--- src/rtl/mux_scan_pkg.sv ---
// rtl/mux_scan_pkg.sv - shared mode type and select helper for mux_scan_reg
package mux_scan_pkg;

   // Operating mode of the multiplexer
   typedef enum logic {
      MODE_DIRECT = 1'b0,
      MODE_SCAN   = 1'b1
   } mode_e;

   // Clamp a select value into the legal channel range 0..n-1
   function automatic int unsigned clamp_sel(input int unsigned sel, input int unsigned n);
      return (sel >= n) ? (n - 1) : sel;
   endfunction

endpackage

--- src/rtl/mux_scan_next.sv ---
// rtl/mux_scan_next.sv - circular next-enabled-channel finder (built only with MUX_SCAN_MASK_EN)
`ifdef MUX_SCAN_MASK_EN
module mux_scan_next #(
   parameter int N  = 4,
   parameter int SW = $clog2(N)
) (
   input  logic [SW-1:0] i_ptr,
   input  logic [N-1:0]  i_mask,
   output logic [SW-1:0] o_next,
   output logic          o_last
);

   logic [SW-1:0] w_first;
   logic [SW-1:0] w_first_above;
   logic          w_above;

   // Lowest enabled channel overall and lowest enabled channel above i_ptr
   always_comb begin
      w_first       = i_ptr;
      w_first_above = i_ptr;
      w_above       = 1'b0;
      for (int j = N - 1; j >= 0; j--) begin
         if (i_mask[j]) begin
            w_first = SW'(j);
            if (SW'(j) > i_ptr) begin
               w_first_above = SW'(j);
               w_above       = 1'b1;
            end
         end
      end
   end

   // Wrap to the lowest enabled channel when nothing is enabled above i_ptr;
   // with an all-zero mask the pointer is returned unchanged
   assign o_next = w_above ? w_first_above : w_first;
   assign o_last = i_mask[i_ptr] & ~w_above;

endmodule
`endif

--- src/rtl/mux_scan_reg.sv ---
// rtl/mux_scan_reg.sv - N-channel registered mux with valid/ready output and scan mode; option MUX_SCAN_MASK_EN
module mux_scan_reg
   import mux_scan_pkg::*;
#(
   parameter int N  = 4,
   parameter int W  = 1,
   parameter int SW = $clog2(N)
) (
   input  logic            clk,
   input  logic            rst,
   input  logic [N*W-1:0]  in_data,
   input  logic            in_valid,
   output logic            in_ready,
   input  logic            mode,
   input  logic [SW-1:0]   sel,
`ifdef MUX_SCAN_MASK_EN
   input  logic [N-1:0]    ch_mask,
`endif
   output logic [W-1:0]    out_data,
   output logic [SW-1:0]   out_ch,
   output logic            out_valid,
   input  logic            out_ready,
   output logic            out_wrap
);

   logic [W-1:0]  r_out_data;
   logic [SW-1:0] r_out_ch;
   logic          r_out_valid;
   logic          r_out_wrap;
   logic [SW-1:0] r_ptr;

   logic [N-1:0]  w_mask;
   logic          w_mask_any;
   logic          w_mode_scan;
   logic          w_in_ready;
   logic          w_acc;
   logic [SW-1:0] w_scan_ch;
   logic [SW-1:0] w_ch;
   logic [SW-1:0] w_ch_next;
   logic          w_ch_last;
   logic [SW-1:0] w_sel_clamped;
   logic [W-1:0]  w_data;

`ifdef MUX_SCAN_MASK_EN
   logic [SW-1:0] w_skip_next;
   logic          w_unused_skip_last;

   assign w_mask = ch_mask;

   // Where the pointer rests on a disabled channel, scan from the next enabled one
   mux_scan_next #(.N(N), .SW(SW)) u_skip (
      .i_ptr  (r_ptr),
      .i_mask (w_mask),
      .o_next (w_skip_next),
      .o_last (w_unused_skip_last)
   );

   // Successor of the accepted channel and whether it closes a scan round
   mux_scan_next #(.N(N), .SW(SW)) u_adv (
      .i_ptr  (w_ch),
      .i_mask (w_mask),
      .o_next (w_ch_next),
      .o_last (w_ch_last)
   );

   assign w_scan_ch = w_mask[r_ptr] ? r_ptr : w_skip_next;
`else
   assign w_mask    = {N{1'b1}};
   assign w_scan_ch = r_ptr;
   assign w_ch_last = (w_ch == SW'(N - 1));
   assign w_ch_next = w_ch_last ? '0 : (w_ch + 1'b1);
`endif

   assign w_mask_any    = |w_mask;
   assign w_mode_scan   = (mode_e'(mode) == MODE_SCAN);
   assign w_sel_clamped = SW'(clamp_sel(32'(sel), N));
   assign w_ch          = w_mode_scan ? w_scan_ch : sel;

   // Ready whenever the output slot is empty or being drained this cycle
   assign w_in_ready = (~r_out_valid | out_ready) & w_mask_any;
   assign w_acc      = in_valid & w_in_ready;

   // Pick the chosen channel; out-of-range or disabled channels read as zero
   always_comb begin
      w_data = '0;
      for (int k = 0; k < N; k++) begin
         if ((w_ch == SW'(k)) && w_mask[k]) begin
            w_data = in_data[k*W +: W];
         end
      end
   end

   // Output stage: capture on accept, clear valid on drain, otherwise hold
   always_ff @(posedge clk or posedge rst) begin
      if (rst) begin
         r_out_data  <= '0;
         r_out_ch    <= '0;
         r_out_valid <= 1'b0;
         r_out_wrap  <= 1'b0;
      end else if (w_acc) begin
         r_out_data  <= w_data;
         r_out_ch    <= w_ch;
         r_out_valid <= 1'b1;
         r_out_wrap  <= w_mode_scan & w_ch_last;
      end else if (out_ready) begin
         r_out_valid <= 1'b0;
      end
   end

   // Scan pointer: follows the clamped select in direct mode, steps on accept in scan mode
   always_ff @(posedge clk or posedge rst) begin
      if (rst) begin
         r_ptr <= '0;
      end else if (!w_mask_any) begin
         r_ptr <= r_ptr;
      end else if (!w_mode_scan) begin
         r_ptr <= w_sel_clamped;
      end else if (w_acc) begin
         r_ptr <= w_ch_next;
      end
   end

   assign in_ready  = w_in_ready;
   assign out_data  = r_out_data;
   assign out_ch    = r_out_ch;
   assign out_valid = r_out_valid;
   assign out_wrap  = r_out_wrap;

endmodule

--- config.mk ---
export PLATFORM = sky130hd
export DESIGN_NAME = mux_scan_reg
export DESIGN_NICKNAME = d
export VERILOG_FILES = /design/src/rtl/mux_scan_pkg.sv /design/src/rtl/mux_scan_next.sv /design/src/rtl/mux_scan_reg.sv
export SDC_FILE = /design/constraint.sdc
export NUM_CORES = 1
export LEC_CHECK = 0
export CAP_MARGIN = 20
export CORE_AREA = 2 2 39 41
export DETAILED_ROUTE_END_ITERATION = 6
export DIE_AREA = 0 0 41 43
export DONT_BUFFER_PORTS = 1
export PLACE_DENSITY = 0.5
export SLEW_MARGIN = 20
export SYNTH_ARGS = -nofsm -noshare
export SYNTH_HDL_FRONTEND = slang
export SYNTH_HIERARCHICAL = 1
export SYNTH_SLANG_ARGS = --single-unit
--- constraint.sdc ---
create_clock -name clk -period 5.15 [get_ports clk]
set_input_delay 0.2575 -clock clk [delete_from_list [all_inputs] [get_ports clk]]
set_output_delay 0.2575 -clock clk [all_outputs]
set_load 0.02 [all_outputs]
# ---- After elaboration in Yosys (flattened, before gate mapping)
# Cells that the tools add are included.
dict set report word_totals {
  reg_bits 7
  input_bits 11
}
dict set report op_classes {
  addsub 1
  n_eq_ne 4
  n_mux 10
  bitwise_logic 4
  n_reduce_logical 2
}
# op count
set ops {}
lappend ops {{2-bit two-way mux} 4}
lappend ops {{1-bit two-way mux} 6}
lappend ops {{2-bit equality test (second input constant)} 2}
lappend ops {{2-bit by 1-bit adder with 2-bit output (second input constant)} 1}
lappend ops {{1-bit AND} 2}
lappend ops {{2-bit by 1-bit equality test with 1-bit output (second input constant)} 1}
lappend ops {{2-bit zero test} 1}
lappend ops {{2-bit by 1-bit inequality test with 1-bit output (second input constant)} 1}
lappend ops {{2-bit nonzero test} 1}
lappend ops {{1-bit inverter} 1}
lappend ops {{1-bit OR} 1}

# ---- Longest topological paths before layout
dict set report depth {
  depth_word 6
  depth_mapped 7
}

# ---- Least setup slack after synthesis
# OpenSTA, ideal clock, no wires.
dict set report synth_path {
  path_type {input to register}
  from {input port mode}
  to {register r_out_data (netlist: out_data)}
  setup_ns 0.130
  arrival_ns 1.630
  path_slack_ns 3.390
  cell_stages 7
  path_buffers 1
  path_cell_list {clkbuf_2 -> mux2_2 -> inv_1 -> ha_1 -> and3b_1 -> a2111oi_2 -> o31ai_1}
}
dict set report synth_via {
  elab_chain_cells 6
  word_cells_on_any_way 9
  classes_between {eq/ne: 3; mux: 5; reduce/logical: 1}
}
# item line_no
set synth_lines {}
lappend synth_lines {{from (decl)} mux_scan_reg.sv:14} ;# input logic mode,
lappend synth_lines {{2-bit two-way mux *} mux_scan_reg.sv:77} ;# assign w_ch = w_mode_scan ? w_scan_ch : sel;
lappend synth_lines {{via w_ch[0]} mux_scan_reg.sv:38} ;# logic [SW-1:0] w_ch;
lappend synth_lines {{2-bit zero test} mux_scan_reg.sv:87} ;# if ((w_ch == SW'(k)) && w_mask[k]) begin
lappend synth_lines {{1-bit two-way mux (3 in a row)} mux_scan_reg.sv:87}
lappend synth_lines {{1-bit two-way mux *} mux_scan_reg.sv:87}
lappend synth_lines {{to (signal assigned)} mux_scan_reg.sv:101} ;# r_out_data <= w_data;
lappend synth_lines {{to (decl)} mux_scan_reg.sv:26} ;# logic [W-1:0] r_out_data;
# Mark *: on every way through the listed nets, which the timed path passes. The rest lies on a longest branch.
# A chain may end at the register's enable or synchronous reset.

# ---- Worst setup path after layout
dict set report layout_path {
  from {register r_ptr[0]}
  to {register r_out_data (netlist: out_data)}
}
dict set report layout_via {
  elab_chain_cells 6
  word_cells_on_any_way 9
  classes_between {eq/ne: 3; mux: 5; reduce/logical: 1}
}
# item line_no
set layout_lines {}
lappend layout_lines {{from (decl)} mux_scan_reg.sv:30} ;# logic [SW-1:0] r_ptr;
lappend layout_lines {{from (signal assigned)} mux_scan_reg.sv:115} ;# r_ptr <= r_ptr;
lappend layout_lines {{from (signal assigned)} mux_scan_reg.sv:117} ;# r_ptr <= w_sel_clamped;
lappend layout_lines {{from (signal assigned)} mux_scan_reg.sv:119} ;# r_ptr <= w_ch_next;
lappend layout_lines {{2-bit two-way mux *} mux_scan_reg.sv:77}
lappend layout_lines {{via w_ch[0]} mux_scan_reg.sv:38}
lappend layout_lines {{2-bit zero test} mux_scan_reg.sv:87}
lappend layout_lines {{1-bit two-way mux (3 in a row)} mux_scan_reg.sv:87}
lappend layout_lines {{1-bit two-way mux *} mux_scan_reg.sv:87}
# Marks and branches as above.

==> results.py <==
metrics = {
    "clock_network": {
        "cts_resized": 0,
        "cts.sinks": 7,
        "cts_setup_buffers": 0,
        "cts_buffers": 3,
        "cts-root-buf": "clkbuf_4",
        "tritoncts": "yes",
        "cts_max_level": 1,
        "cts_buffer_depth": 2,
        "clk_pin_slew_ns": 0.05,
        "clk_latency_ns": 0.25,
    },
    "power_and_ir_drop": {
        "p_leak_nw": 0.216,
        "ir_drop_uv": 67.8,
        "p_per_area_mw_per_mm2": 319,
    },
    "logic_synthesis": {
        "yosys.area.top_type_share_pct": 42.2,
        "ys_warn_count": 6,
        "syn_inst": 43,
        "synth_nets": 58,
        "synth_cell_types": 16,
        "avgSynthCellArea_sq_um": 9.66,
        "netlist_top_cells_area": "dfrtp_1 42%, ha_1 12%, o21ai_0 11%",
        "yosysTopAreaCell": "dfrtp_1",
        "synth-seq-cells": 7,
        "synth_area_sq_um": 415,
        "yosysSeqAreaShare_pct": 42.2,
    },
    "floorplanning": {
        "die_area_sq_mm": 0.00176,
        "start_util_pct": 30.0,
        "die_y_microns": 43,
        "placement_rows": 14,
        "core_area_sq_mm": 0.00138,
        "io_pins": 17,
        "die_x_microns": 41,
    },
    "route": {
        "wire_per_inst_microns": 12.7,
        "vias_per_cell": 5.05,
        "drc_errors": 0,
        "drt_iter0_markers": 2,
        "vias": 318,
        "dr.pass1.iters": 4,
        "drt_wl_total_microns": 802,
        "ant_nets": 0,
    },
    "sta": {
        "period_share_pct": 34.1,
        "setup_viol": 0,
        "setup_tns_ns": 0,
        "finalCriticalPeriod_ns": 1.76,
        "finClkSkew_ns": 0.00498,
        "hold_viol_final": 0,
        "slew_headroom_pct": 72.8,
        "holdWs_ns": 0.0971,
        "slew_viol_final": 0,
        "worstMarginPinSlew_ns": 0.407,
        "rsz0062_at_grt": "no",
        "max_freq_mhz": 569,
    },
    "worst_setup_path": {
        "cp_slowest_cell": "dfrtp_1",
        "path_buf_inv": 1,
        "r2r-start": "r_ptr[0]",
        "end_kind": "flip-flop",
        "cp_max_fo": 3,
        "startpoint": "r_ptr[0]",
        "crit_type": "reg -> reg",
        "arrival_ns": 1.88,
        "cp_cell_sequence": "mux2_2 > inv_1 > ha_1 > and3b_1 > a2111oi_2 > o31ai_1",
        "worstPathRequired_ns": 5.27,
        "critical-path-top-delay-family": "compound AO/OA/AOI/OAI gates",
        "start_kind": "flip-flop",
        "cp_slowest_stage_delay_ns": 0.39,
    },
    "final_layout": {
        "seq_area_sq_um": 175,
        "multi_input_area_sq_um": 216,
        "drive_above_1_share_pct": 12.8,
        "synthToLayoutAreaGrowth_pct": 12.3,
        "num-nets-final": 63,
        "num-fill-cells": 147,
        "antenna_cells": 0,
    },
    "global_route": {
        "track_usage_pct": 11.3,
        "grt_pass1_wl_mm": 1.29,
        "grt_antenna_before_repair": 0,
        "overflow": 0,
        "grt_max_degree": 9,
        "grt_pass1_vias": 315,
    },
    "placement": {
        "dp_hpwl_microns": 676,
        "io_buffers": 0,
        "place_congestion": 0.726,
    },
    "min_path": {
        "min-delay-path-class": "in -> reg",
        "min_from": "mode",
    },
    "outcome": {
        "status": "finished, final reports clean",
    },
    "job": {
        "cap_violations": 0,
    },
}
[cells in the mapped netlist, drive strengths merged]
master   number
o21ai         9
dfrtp         7
inv           5
ha            4
nand2         3
a31oi         2
mux2          2
nor2          2
nor2b         2
a2111oi       1
and3b         1
and4bb        1
clkbuf        1
nand3         1
o31ai         1
or3           1
[layer usage]
layer / global-route usage, % / vias up / share of wire, %
met3: 2.62 / 2 / 4.1
met1: 11.3 / 151 / 43
met2: 16.9 / 8 / 51
li1: - / 157 / -
met5: 0 / - / 0
met4: 12.0 / 0 / 1.9
[area by class of cell]
cell class / count / share of cell area (%)
clock buffer: 4 / 5.63
inverter: 5 / 4.02
multi-input combinational: 30 / 46.4
sequential: 7 / 37.5
tap: 16 / 4.29
timing repair buffer: 1 / 2.14
[placed cells by master (no fill, tap or decap), drive strengths merged, types with 2 or more instances in the layout]
master,netlist,routed
mux2,2,2
dfrtp,7,7
nor2,2,2
inv,5,5
nand2,3,3
clkbuf,1,4
ha,4,4
nor2b,2,2
a31oi,2,2
o21ai,9,9
[power by group]
group          total, mW  switching [mW]  internal, mW  leakage, nW
combinational     0.0258          0.0143        0.0115        0.117
sequential        0.0738          0.0113        0.0624       0.0840
clock             0.0494          0.0199        0.0295       0.0150
total              0.149          0.0455         0.104        0.216
[what timing repair did]
| item | in CTS | in global routing |
|---|---|---|
| hold buffers | 1 | 0 |
| hold endpoints to repair | 7 | 0 |
| setup endpoints to repair | 0 | 0 |
[logic make-up (layout without fill, tap and decap cells)]
logic type | Yosys count | after routing | share of synthesized area (%)
compound gates | 13 | 13 | 19.3
fa+ha+maj | 4 | 4 | 12.0
buf+inv | 6 | 10 | 5.72
flops | 7 | 7 | 42.2
mux | 2 | 2 | 5.42
simple gates | 11 | 11 | 15.4
[worst paths after layout]
kind / to / slack, ns / cells after the start
setup / recovery: out_data / 3.39 / 6
hold / removal: r_ptr[1] / 0.1 / 1
setup reg to reg: out_data / 3.39 / 6
hold reg to reg: r_ptr[0] / 0.59 / 2
max in group asynchronous: out_ch[1] / 4.56 / 2
min in group asynchronous: out_valid / 0.37 / 2
[metrics by stage]
| step | setup slack, ns | power, mW | utilization, % | instance area (sq um) | instances |
|---|---|---|---|---|---|
| 5_1_grt | 3.31 | 0.159 | 33.7 | 467 | 63 |
| 2_1_floorplan | 3.39 | 0.0956 | - | 415 | 43 |
| 3_3_place_gp | 3.42 | 0.101 | 31.1 | 430 | 58 |
| 6_report | 3.39 | 0.149 | 33.7 | 467 | 63 |
| 3_5_place_dp | 3.40 | 0.101 | 31.1 | 430 | 58 |
| 4_1_cts | 3.38 | 0.152 | 33.7 | 467 | 63 |
[flip-flops by register name (all words and copies together), names as in the netlist]
name / cells
out_wrap: 1
out_valid: 1
out_ch: 2
out_data: 1
r_ptr: 2
Note: power is estimated with default switching activity, not from simulation.
